## src/rtl/fw_rule_matcher_if.sv

```systemverilog
`default_nettype none
// ============================================================================
// fw_rule_matcher_if
// Header-in, verdict-out and rule-programming bus of the rule matcher.
// Revision: 1.0
// ============================================================================
interface fw_rule_matcher_if #(
  parameter int TAG_W = 2,
  parameter int IDX_W = 3
);
  logic             hdr_valid;
  logic             hdr_ready;
  logic             hdr_id;
  logic [TAG_W-1:0] hdr_tag;
  logic [7:0]       hdr_protocol;
  logic [31:0]      hdr_srcip;
  logic [31:0]      hdr_dstip;
  logic [15:0]      hdr_srcport;
  logic [15:0]      hdr_dstport;

  logic             res_valid;
  logic             res_ready;
  logic             res_id;
  logic [TAG_W-1:0] res_tag;
  logic             res_result;

  logic             cfg_we;
  logic             cfg_ready;
  logic [IDX_W-1:0] cfg_idx;
  logic             cfg_en;
  logic             cfg_allow;
  logic [7:0]       cfg_protocol;
  logic [31:0]      cfg_srcip;
  logic [31:0]      cfg_srcmask;
  logic [31:0]      cfg_dstip;
  logic [31:0]      cfg_dstmask;
  logic [15:0]      cfg_dport_lo;
  logic [15:0]      cfg_dport_hi;

  modport slave (
    input  hdr_valid, hdr_id, hdr_tag, hdr_protocol, hdr_srcip, hdr_dstip,
           hdr_srcport, hdr_dstport,
    output hdr_ready,
    output res_valid, res_id, res_tag, res_result,
    input  res_ready,
    input  cfg_we, cfg_idx, cfg_en, cfg_allow, cfg_protocol, cfg_srcip,
           cfg_srcmask, cfg_dstip, cfg_dstmask, cfg_dport_lo, cfg_dport_hi,
    output cfg_ready
  );

  modport master (
    output hdr_valid, hdr_id, hdr_tag, hdr_protocol, hdr_srcip, hdr_dstip,
           hdr_srcport, hdr_dstport,
    input  hdr_ready,
    input  res_valid, res_id, res_tag, res_result,
    output res_ready,
    output cfg_we, cfg_idx, cfg_en, cfg_allow, cfg_protocol, cfg_srcip,
           cfg_srcmask, cfg_dstip, cfg_dstmask, cfg_dport_lo, cfg_dport_hi,
    input  cfg_ready
  );
endinterface
`default_nettype wire

```

## src/rtl/fw_rule_matcher.sv

```systemverilog
`default_nettype none
// ============================================================================
// fw_rule_matcher
// First-match packet-filter rule scan, one rule per cycle, with saturating stats.
// Revision: 1.0
// ============================================================================
module fw_rule_matcher #(
  parameter int NUM_RULES     = 8,
  parameter int TAG_W         = 2,
  parameter bit DEFAULT_ALLOW = 1'b0
) (
  input  logic                clk,
  input  logic                rst,
  fw_rule_matcher_if.slave    bus,
  output logic [15:0]         stat_allow,
  output logic [15:0]         stat_drop
);
  localparam int IDX_W = $clog2(NUM_RULES);
  localparam int K_W   = IDX_W + 1;

  typedef enum logic [1:0] {
    ST_IDLE = 2'd0,
    ST_SCAN = 2'd1,
    ST_RESP = 2'd2
  } state_t;

  state_t state_q, state_d;
  logic [K_W-1:0] k_q, k_d;

  logic             hdr_id_q, hdr_id_d;
  logic [TAG_W-1:0] hdr_tag_q, hdr_tag_d;
  logic [7:0]       hdr_protocol_q, hdr_protocol_d;
  logic [31:0]      hdr_srcip_q, hdr_srcip_d;
  logic [31:0]      hdr_dstip_q, hdr_dstip_d;
  logic [15:0]      hdr_dstport_q, hdr_dstport_d;

  logic             res_valid_q, res_valid_d;
  logic             res_id_q, res_id_d;
  logic [TAG_W-1:0] res_tag_q, res_tag_d;
  logic             res_result_q, res_result_d;

  logic [15:0] stat_allow_q, stat_allow_d;
  logic [15:0] stat_drop_q, stat_drop_d;

  logic [NUM_RULES-1:0]       rule_en_q, rule_en_d;
  logic [NUM_RULES-1:0]       rule_allow_q, rule_allow_d;
  logic [NUM_RULES-1:0][7:0]  rule_proto_q, rule_proto_d;
  logic [NUM_RULES-1:0][31:0] rule_srcip_q, rule_srcip_d;
  logic [NUM_RULES-1:0][31:0] rule_srcmask_q, rule_srcmask_d;
  logic [NUM_RULES-1:0][31:0] rule_dstip_q, rule_dstip_d;
  logic [NUM_RULES-1:0][31:0] rule_dstmask_q, rule_dstmask_d;
  logic [NUM_RULES-1:0][15:0] rule_dlo_q, rule_dlo_d;
  logic [NUM_RULES-1:0][15:0] rule_dhi_q, rule_dhi_d;

  // Source port travels with the header but never takes part in matching.
  logic unused_srcport;
  assign unused_srcport = ^bus.hdr_srcport;

  logic [IDX_W-1:0] k_idx;
  logic             rule_hit;
  assign k_idx = k_q[IDX_W-1:0];
  assign rule_hit = rule_en_q[k_idx]
                 && (rule_proto_q[k_idx] == 8'd0 || rule_proto_q[k_idx] == hdr_protocol_q)
                 && (((hdr_srcip_q ^ rule_srcip_q[k_idx]) & rule_srcmask_q[k_idx]) == 32'd0)
                 && (((hdr_dstip_q ^ rule_dstip_q[k_idx]) & rule_dstmask_q[k_idx]) == 32'd0)
                 && (rule_dlo_q[k_idx] <= hdr_dstport_q)
                 && (hdr_dstport_q <= rule_dhi_q[k_idx]);

  always_comb begin
    state_d        = state_q;
    k_d            = k_q;
    hdr_id_d       = hdr_id_q;
    hdr_tag_d      = hdr_tag_q;
    hdr_protocol_d = hdr_protocol_q;
    hdr_srcip_d    = hdr_srcip_q;
    hdr_dstip_d    = hdr_dstip_q;
    hdr_dstport_d  = hdr_dstport_q;
    res_valid_d    = res_valid_q;
    res_id_d       = res_id_q;
    res_tag_d      = res_tag_q;
    res_result_d   = res_result_q;
    stat_allow_d   = stat_allow_q;
    stat_drop_d    = stat_drop_q;
    rule_en_d      = rule_en_q;
    rule_allow_d   = rule_allow_q;
    rule_proto_d   = rule_proto_q;
    rule_srcip_d   = rule_srcip_q;
    rule_srcmask_d = rule_srcmask_q;
    rule_dstip_d   = rule_dstip_q;
    rule_dstmask_d = rule_dstmask_q;
    rule_dlo_d     = rule_dlo_q;
    rule_dhi_d     = rule_dhi_q;

    case (state_q)
      ST_IDLE: begin
        if (bus.cfg_we) begin
          rule_en_d[bus.cfg_idx]      = bus.cfg_en;
          rule_allow_d[bus.cfg_idx]   = bus.cfg_allow;
          rule_proto_d[bus.cfg_idx]   = bus.cfg_protocol;
          rule_srcip_d[bus.cfg_idx]   = bus.cfg_srcip;
          rule_srcmask_d[bus.cfg_idx] = bus.cfg_srcmask;
          rule_dstip_d[bus.cfg_idx]   = bus.cfg_dstip;
          rule_dstmask_d[bus.cfg_idx] = bus.cfg_dstmask;
          rule_dlo_d[bus.cfg_idx]     = bus.cfg_dport_lo;
          rule_dhi_d[bus.cfg_idx]     = bus.cfg_dport_hi;
        end
        if (bus.hdr_valid) begin
          hdr_id_d       = bus.hdr_id;
          hdr_tag_d      = bus.hdr_tag;
          hdr_protocol_d = bus.hdr_protocol;
          hdr_srcip_d    = bus.hdr_srcip;
          hdr_dstip_d    = bus.hdr_dstip;
          hdr_dstport_d  = bus.hdr_dstport;
          k_d            = '0;
          state_d        = ST_SCAN;
        end
      end
      ST_SCAN: begin
        // k reaching NUM_RULES means every slot missed: one extra cycle for the default.
        if (k_q[IDX_W] || rule_hit) begin
          res_result_d = k_q[IDX_W] ? DEFAULT_ALLOW : rule_allow_q[k_idx];
          res_valid_d  = 1'b1;
          res_id_d     = hdr_id_q;
          res_tag_d    = hdr_tag_q;
          state_d      = ST_RESP;
        end else begin
          k_d = k_q + K_W'(1);
        end
      end
      ST_RESP: begin
        if (bus.res_ready) begin
          if (res_result_q) begin
            if (stat_allow_q != 16'hFFFF) stat_allow_d = stat_allow_q + 16'd1;
          end else begin
            if (stat_drop_q != 16'hFFFF) stat_drop_d = stat_drop_q + 16'd1;
          end
          res_valid_d = 1'b0;
          state_d     = ST_IDLE;
        end
      end
      default: state_d = ST_IDLE;
    endcase
  end

  always_ff @(posedge clk or posedge rst) begin
    if (rst) begin
      state_q        <= ST_IDLE;
      k_q            <= '0;
      hdr_id_q       <= 1'b0;
      hdr_tag_q      <= '0;
      hdr_protocol_q <= '0;
      hdr_srcip_q    <= '0;
      hdr_dstip_q    <= '0;
      hdr_dstport_q  <= '0;
      res_valid_q    <= 1'b0;
      res_id_q       <= 1'b0;
      res_tag_q      <= '0;
      res_result_q   <= 1'b0;
      stat_allow_q   <= '0;
      stat_drop_q    <= '0;
      rule_en_q      <= '0;
      rule_allow_q   <= '0;
      rule_proto_q   <= '0;
      rule_srcip_q   <= '0;
      rule_srcmask_q <= '0;
      rule_dstip_q   <= '0;
      rule_dstmask_q <= '0;
      rule_dlo_q     <= '0;
      rule_dhi_q     <= '0;
    end else begin
      state_q        <= state_d;
      k_q            <= k_d;
      hdr_id_q       <= hdr_id_d;
      hdr_tag_q      <= hdr_tag_d;
      hdr_protocol_q <= hdr_protocol_d;
      hdr_srcip_q    <= hdr_srcip_d;
      hdr_dstip_q    <= hdr_dstip_d;
      hdr_dstport_q  <= hdr_dstport_d;
      res_valid_q    <= res_valid_d;
      res_id_q       <= res_id_d;
      res_tag_q      <= res_tag_d;
      res_result_q   <= res_result_d;
      stat_allow_q   <= stat_allow_d;
      stat_drop_q    <= stat_drop_d;
      rule_en_q      <= rule_en_d;
      rule_allow_q   <= rule_allow_d;
      rule_proto_q   <= rule_proto_d;
      rule_srcip_q   <= rule_srcip_d;
      rule_srcmask_q <= rule_srcmask_d;
      rule_dstip_q   <= rule_dstip_d;
      rule_dstmask_q <= rule_dstmask_d;
      rule_dlo_q     <= rule_dlo_d;
      rule_dhi_q     <= rule_dhi_d;
    end
  end

  assign bus.hdr_ready  = (state_q == ST_IDLE) && !rst;
  assign bus.cfg_ready  = (state_q == ST_IDLE) && !rst;
  assign bus.res_valid  = res_valid_q;
  assign bus.res_id     = res_id_q;
  assign bus.res_tag    = res_tag_q;
  assign bus.res_result = res_result_q;
  assign stat_allow     = stat_allow_q;
  assign stat_drop      = stat_drop_q;
endmodule
`default_nettype wire
```

## src/flat_wrapper.sv

```systemverilog
// flat-port wrapper written by rule: the top's interface ports become plain ports
module fw_rule_matcher_flat 
#(
  parameter int NUM_RULES     = 8,
  parameter int TAG_W         = 2,
  parameter bit DEFAULT_ALLOW = 1'b0
)
  (clk, rst, stat_allow, stat_drop, bus_hdr_valid, bus_hdr_id, bus_hdr_tag, bus_hdr_protocol, bus_hdr_srcip, bus_hdr_dstip, bus_hdr_srcport, bus_hdr_dstport, bus_hdr_ready, bus_res_valid, bus_res_id, bus_res_tag, bus_res_result, bus_res_ready, bus_cfg_we, bus_cfg_idx, bus_cfg_en, bus_cfg_allow, bus_cfg_protocol, bus_cfg_srcip, bus_cfg_srcmask, bus_cfg_dstip, bus_cfg_dstmask, bus_cfg_dport_lo, bus_cfg_dport_hi, bus_cfg_ready);
  fw_rule_matcher_if #(.TAG_W(TAG_W)) bus_i ();
  input  logic clk;
  input  logic rst;
  output logic [15:0] stat_allow;
  output logic [15:0] stat_drop;
  input wire logic [$bits(bus_i.hdr_valid)-1:0] bus_hdr_valid;
  input wire logic [$bits(bus_i.hdr_id)-1:0] bus_hdr_id;
  input wire logic [$bits(bus_i.hdr_tag)-1:0] bus_hdr_tag;
  input wire logic [$bits(bus_i.hdr_protocol)-1:0] bus_hdr_protocol;
  input wire logic [$bits(bus_i.hdr_srcip)-1:0] bus_hdr_srcip;
  input wire logic [$bits(bus_i.hdr_dstip)-1:0] bus_hdr_dstip;
  input wire logic [$bits(bus_i.hdr_srcport)-1:0] bus_hdr_srcport;
  input wire logic [$bits(bus_i.hdr_dstport)-1:0] bus_hdr_dstport;
  output wire logic [$bits(bus_i.hdr_ready)-1:0] bus_hdr_ready;
  output wire logic [$bits(bus_i.res_valid)-1:0] bus_res_valid;
  output wire logic [$bits(bus_i.res_id)-1:0] bus_res_id;
  output wire logic [$bits(bus_i.res_tag)-1:0] bus_res_tag;
  output wire logic [$bits(bus_i.res_result)-1:0] bus_res_result;
  input wire logic [$bits(bus_i.res_ready)-1:0] bus_res_ready;
  input wire logic [$bits(bus_i.cfg_we)-1:0] bus_cfg_we;
  input wire logic [$bits(bus_i.cfg_idx)-1:0] bus_cfg_idx;
  input wire logic [$bits(bus_i.cfg_en)-1:0] bus_cfg_en;
  input wire logic [$bits(bus_i.cfg_allow)-1:0] bus_cfg_allow;
  input wire logic [$bits(bus_i.cfg_protocol)-1:0] bus_cfg_protocol;
  input wire logic [$bits(bus_i.cfg_srcip)-1:0] bus_cfg_srcip;
  input wire logic [$bits(bus_i.cfg_srcmask)-1:0] bus_cfg_srcmask;
  input wire logic [$bits(bus_i.cfg_dstip)-1:0] bus_cfg_dstip;
  input wire logic [$bits(bus_i.cfg_dstmask)-1:0] bus_cfg_dstmask;
  input wire logic [$bits(bus_i.cfg_dport_lo)-1:0] bus_cfg_dport_lo;
  input wire logic [$bits(bus_i.cfg_dport_hi)-1:0] bus_cfg_dport_hi;
  output wire logic [$bits(bus_i.cfg_ready)-1:0] bus_cfg_ready;
  assign bus_i.hdr_valid = bus_hdr_valid;
  assign bus_i.hdr_id = bus_hdr_id;
  assign bus_i.hdr_tag = bus_hdr_tag;
  assign bus_i.hdr_protocol = bus_hdr_protocol;
  assign bus_i.hdr_srcip = bus_hdr_srcip;
  assign bus_i.hdr_dstip = bus_hdr_dstip;
  assign bus_i.hdr_srcport = bus_hdr_srcport;
  assign bus_i.hdr_dstport = bus_hdr_dstport;
  assign bus_hdr_ready = bus_i.hdr_ready;
  assign bus_res_valid = bus_i.res_valid;
  assign bus_res_id = bus_i.res_id;
  assign bus_res_tag = bus_i.res_tag;
  assign bus_res_result = bus_i.res_result;
  assign bus_i.res_ready = bus_res_ready;
  assign bus_i.cfg_we = bus_cfg_we;
  assign bus_i.cfg_idx = bus_cfg_idx;
  assign bus_i.cfg_en = bus_cfg_en;
  assign bus_i.cfg_allow = bus_cfg_allow;
  assign bus_i.cfg_protocol = bus_cfg_protocol;
  assign bus_i.cfg_srcip = bus_cfg_srcip;
  assign bus_i.cfg_srcmask = bus_cfg_srcmask;
  assign bus_i.cfg_dstip = bus_cfg_dstip;
  assign bus_i.cfg_dstmask = bus_cfg_dstmask;
  assign bus_i.cfg_dport_lo = bus_cfg_dport_lo;
  assign bus_i.cfg_dport_hi = bus_cfg_dport_hi;
  assign bus_cfg_ready = bus_i.cfg_ready;
  fw_rule_matcher #(.NUM_RULES(NUM_RULES), .TAG_W(TAG_W), .DEFAULT_ALLOW(DEFAULT_ALLOW)) u_core (.clk(clk), .rst(rst), .bus(bus_i), .stat_allow(stat_allow), .stat_drop(stat_drop));
endmodule
```

## config.mk

```make
export PLATFORM = sky130hd
export DESIGN_NAME = fw_rule_matcher_flat
export DESIGN_NICKNAME = d
export VERILOG_FILES = /design/src/rtl/fw_rule_matcher_if.sv /design/src/rtl/fw_rule_matcher.sv /design/src/flat_wrapper.sv
export SDC_FILE = /design/constraint.sdc
export NUM_CORES = 2
export LEC_CHECK = 0
export BUFFER_PORTS_ARGS = -buffer_cell sky130_fd_sc_hd__buf_2
export CAP_MARGIN = 15
export CORE_ASPECT_RATIO = 1.2
export CORE_UTILIZATION = 50
export CTS_CLUSTER_SIZE = 40
export DETAILED_ROUTE_END_ITERATION = 8
export GPL_ROUTABILITY_DRIVEN = 0
export MAX_ROUTING_LAYER = met4
export PLACE_DENSITY = 0.79
export SLEW_MARGIN = 20
export SYNTH_ARGS = -nofsm -noshare
export SYNTH_HDL_FRONTEND = slang
export SYNTH_SLANG_ARGS = --single-unit
```

## constraint.sdc

```tcl
create_clock -name clk -period 59.9 [get_ports clk]
set_input_delay 8.985 -clock clk [delete_from_list [all_inputs] [get_ports clk]]
set_output_delay 8.985 -clock clk [all_outputs]
set_load 0.02 [all_outputs]
```

==> impl_metrics.csv <==
group,metric,value,unit
logic_synthesis,synth-edff-count,0,
logic_synthesis,ys_async_sr_fraction,100.0,%
detailed_routing,firstDrtPassIters,6,
worst_setup_path,r2r_end,"u_core.bus.res_id",
worst_setup_path,critPathSlowestCell,"buf_2",
floorplanning,rows,147,
clock_network,cts_made_buffers,152,
sta,hold_viol_final,0,
logic_synthesis,ys_types,91,
detailed_routing,drc,0,
global_route,gr-usage-all-layers,25.84,%
layout,drive_gt1_share,39.98,%
floorplanning,dieArea,0.1375,sq mm
logic_synthesis,ys_ff_latch,1494,
min_path,min_from,"u_core.bus.res_valid",
placement,detailed_place_hpwl,105.7,mm
power_and_ir_drop,vdd_drop_max,37.76,uV
floorplanning,core,0.1345,sq mm
worst_setup_path,path_class,"in2out",
worst_setup_path,crit_path_end_kind,"primary output",
power_and_ir_drop,power_density,56.60,mW/mm^2
logic_synthesis,yosysSeqAreaShare,54.97,%
worst_setup_path,start_kind,"primary input",
logic_synthesis,synth_flop_cell,"dfrtp_1",
layout,area_growth,12.02,%
detailed_routing,antenna_left,0,
clock_network,cts_root_buffer,"clkbuf_16",
worst_setup_path,cp_num_buf_inv,2,
sta,slew_headroom,20.95,%
clock_network,htreeDepth,4,
status,outcome,"finished clean",
sta,maxSlewViolCount,0,
worst_setup_path,worstPathCellList,"buf_2 > nor3_1 > buf_2",
sta,fin_skew,0.05901,ns
worst_setup_path,critPathArrivalTime,9.51,ns
global_route,grt_overflow,0,
sta,rsz0062_at_grt,"false",
worst_setup_path,path_max_fanout,2,
clock_network,cts-hold-fix-buffers,0,
power_and_ir_drop,p_leak,34.53,nW
clock_network,cts_setup_buffers,0,
floorplanning,die_w,338.7,microns
worst_setup_path,max_stage_delay,0.21,ns
flow_run,cap_viol_max_count,0,
sta,finalSetupTns,0,ns
worst_setup_path,cp_top_family,"buffers and inverters",
detailed_routing,routed_via_density,5.857,
clock_network,clkLatencyLatePin,0.80,ns
layout,nFillCells,10720,
worst_setup_path,reg2reg_depth,15,
global_route,grt_start_max_net_pins,175,
placement,port_buffers,307,
worst_setup_path,ff2ff_setup_slack,53.93,ns
logic_synthesis,syn_nets,5289,
clock_network,post_cts_resized,0,
clock_network,clockBufferDepth,3,
clock_network,path_clk_slew,0.06,ns
logic_synthesis,ys_warn_count,0,
worst_setup_path,worstSetupStartpoint,"rst",
clock_network,clock_sinks,1494,
worst_setup_path,worstReg2RegStart,"u_core.k_q[0]",
detailed_routing,drt_wl_total,170.4,mm
worst_setup_path,worst_ep_required_time,50.92,ns
sta,fin_crit_sh,30.87,%
sta,max_freq,54.08,MHz
worst_setup_path,worst_path_most_repeated_cell,"buf_2",
sta,period_needed,18.49,ns
global_route,antenna_found_initial,57,
sta,max_slew.worst_pin.slew,1.186,ns
min_path,holdPathEnd,"u_core.bus.res_valid",
floorplanning,initial_utilization,50.58,%
detailed_routing,wl_per_cell,23.98,microns
layout,finish.instance_area,0.07618,sq mm
layout,post-route-util,56.66,%
min_path,hold_class,"reg2reg",
global_route,grt_pass1_wl,265.4,mm
layout,final_nets,5485,
detailed_routing,vias,41640,
logic_synthesis,netlist_area,0.06801,sq mm
global_route,grt_pass1_vias,44160,
placement,dpl_cell_area,0.07092,sq mm
logic_synthesis,synth_cells,4969,
clock_network,cts_tree,"yes",
power_and_ir_drop,power,0.004312,W
sta,setup_violations,0,
min_path,whs_path_depth,2,
detailed_routing,drt_iter0_markers,2833,
floorplanning,ios,324,
floorplanning,die_h,406.0,microns
logic_synthesis,synth_area_per_cell,13.69,sq um
## registers in the layout, indices dropped and copies added, names as in the netlist
register	cells
u_core.hdr_protocol_q	8
u_core.hdr_dstip_q	32
u_core.hdr_tag_q	2
u_core.hdr_srcip_q	32
u_core.rule_dlo_q	128
u_core.rule_proto_q	64
u_core.bus.res_result	1
u_core.rule_en_q	8
u_core.bus.res_id	1
u_core.rule_dstmask_q	256
u_core.rule_allow_q	8
u_core.rule_srcmask_q	256
u_core.stat_allow	16
u_core.hdr_id_q	1
u_core.hdr_dstport_q	16
u_core.bus.res_valid	1
u_core.rule_dhi_q	128
u_core.state_q	2
u_core.k_q	4
u_core.bus.res_tag	2
u_core.stat_drop	16
u_core.rule_srcip_q	256
u_core.rule_dstip_q	256
## layout by cell type (no fill, tap or decap), drive strengths merged, types with 47 or more instances in the layout
master,synthesis,final
nor2,51,51
nand2,381,381
o21ai,68,68
mux4,99,99
dfrtp,1494,1494
mux2i,136,136
nand3,76,76
clkbuf,234,221
mux2,1380,1380
buf,88,364
xnor2,47,47
xor2,328,328
## through the flow
step / hold WS (ns) / setup WS, ns / instances
global route: 0.5006 / 41.34 / 7104
floorplan: 0.4458 / 8.773 / 4969
detailed placement: 0.4630 / 41.40 / 6799
global placement: 0.4562 / 41.43 / 6799
finish: 0.4760 / 41.41 / 7109
CTS: 0.4805 / 41.39 / 7068
## tightest hold or removal path: stages (launching register included)
cell and delay (ns):
dfrtp_1 0.34, nand2_1 0.05, nand2_1 0.05
## kinds of logic (layout without fill, tap and decap cells)
group	after synthesis	after routing	share of synthesized area [%]
other cells	0	41	0
xor+xnor	375	375	4.829
flops	1494	1494	54.97
simple gates	696	696	4.824
buf+inv	361	672	2.364
mux	1615	1615	28.15
compound gates	393	393	4.213
fa+ha+maj	35	35	0.6439
## cells in the mapped netlist, drive strengths merged, types with 39 or more instances
cell	number	area (sq um)
a21oi	46	230.2
a221oi	42	386.6
a22oi	39	292.8
a31oi	41	256.5
buf	88	580.6
clkbuf	234	880.9
dfrtp	1494	37390
inv	39	146.4
mux2	1380	15550
mux2i	136	1361
mux4	99	2230
nand2	381	1433
nand3	76	380.4
nor2	51	193.9
o21ai	68	344.1
xnor2	47	411.6
xor2	328	2873
## report_power, final
| part | switching, W | internal, W | total (W) | leakage, nW |
|---|---|---|---|---|
| sequential | 0.000355 | 0.00150 | 0.00185 | 18.5 |
| combinational | 0.000689 | 0.000792 | 0.00148 | 13.5 |
| clock | 0.000407 | 0.000570 | 0.000977 | 2.52 |
| total | 0.00145 | 0.00286 | 0.00431 | 34.5 |
## per-layer routing
metal	global-route usage (%)	up-vias	wire length (microns)
met3	5.185	311	10160
li1	-	18310	-
met2	42.01	1052	84250
met4	9.193	0	5514
met5	-	-	0
met1	32.21	21970	70520
## cell type report
class	instances	area (sq um)	area share, %
Sequential cell	1494	37390	49.09
Multi-Input combinational cell	3114	29080	38.18
Clock buffer	221	4448	5.839
Tap cell	1788	2237	2.937
Timing Repair Buffer	364	2063	2.708
Clock inverter	48	694.4	0.9116
Inverter	39	155.1	0.2037
Antenna cell	41	102.6	0.1347
## worst max path at each step
| stage | end | slack, ns | cells after the start |
|---|---|---|---|
| floorplan | u_core.bus.res_id | 8.77 | 1 |
| global placement | bus_hdr_ready | 41.43 | 3 |
| detailed placement | bus_cfg_ready | 41.40 | 3 |
| CTS | bus_cfg_ready | 41.39 | 3 |
| global route | bus_hdr_ready | 41.34 | 3 |
| finish | bus_cfg_ready | 41.41 | 3 |
(Power assumes the default switching activity.)
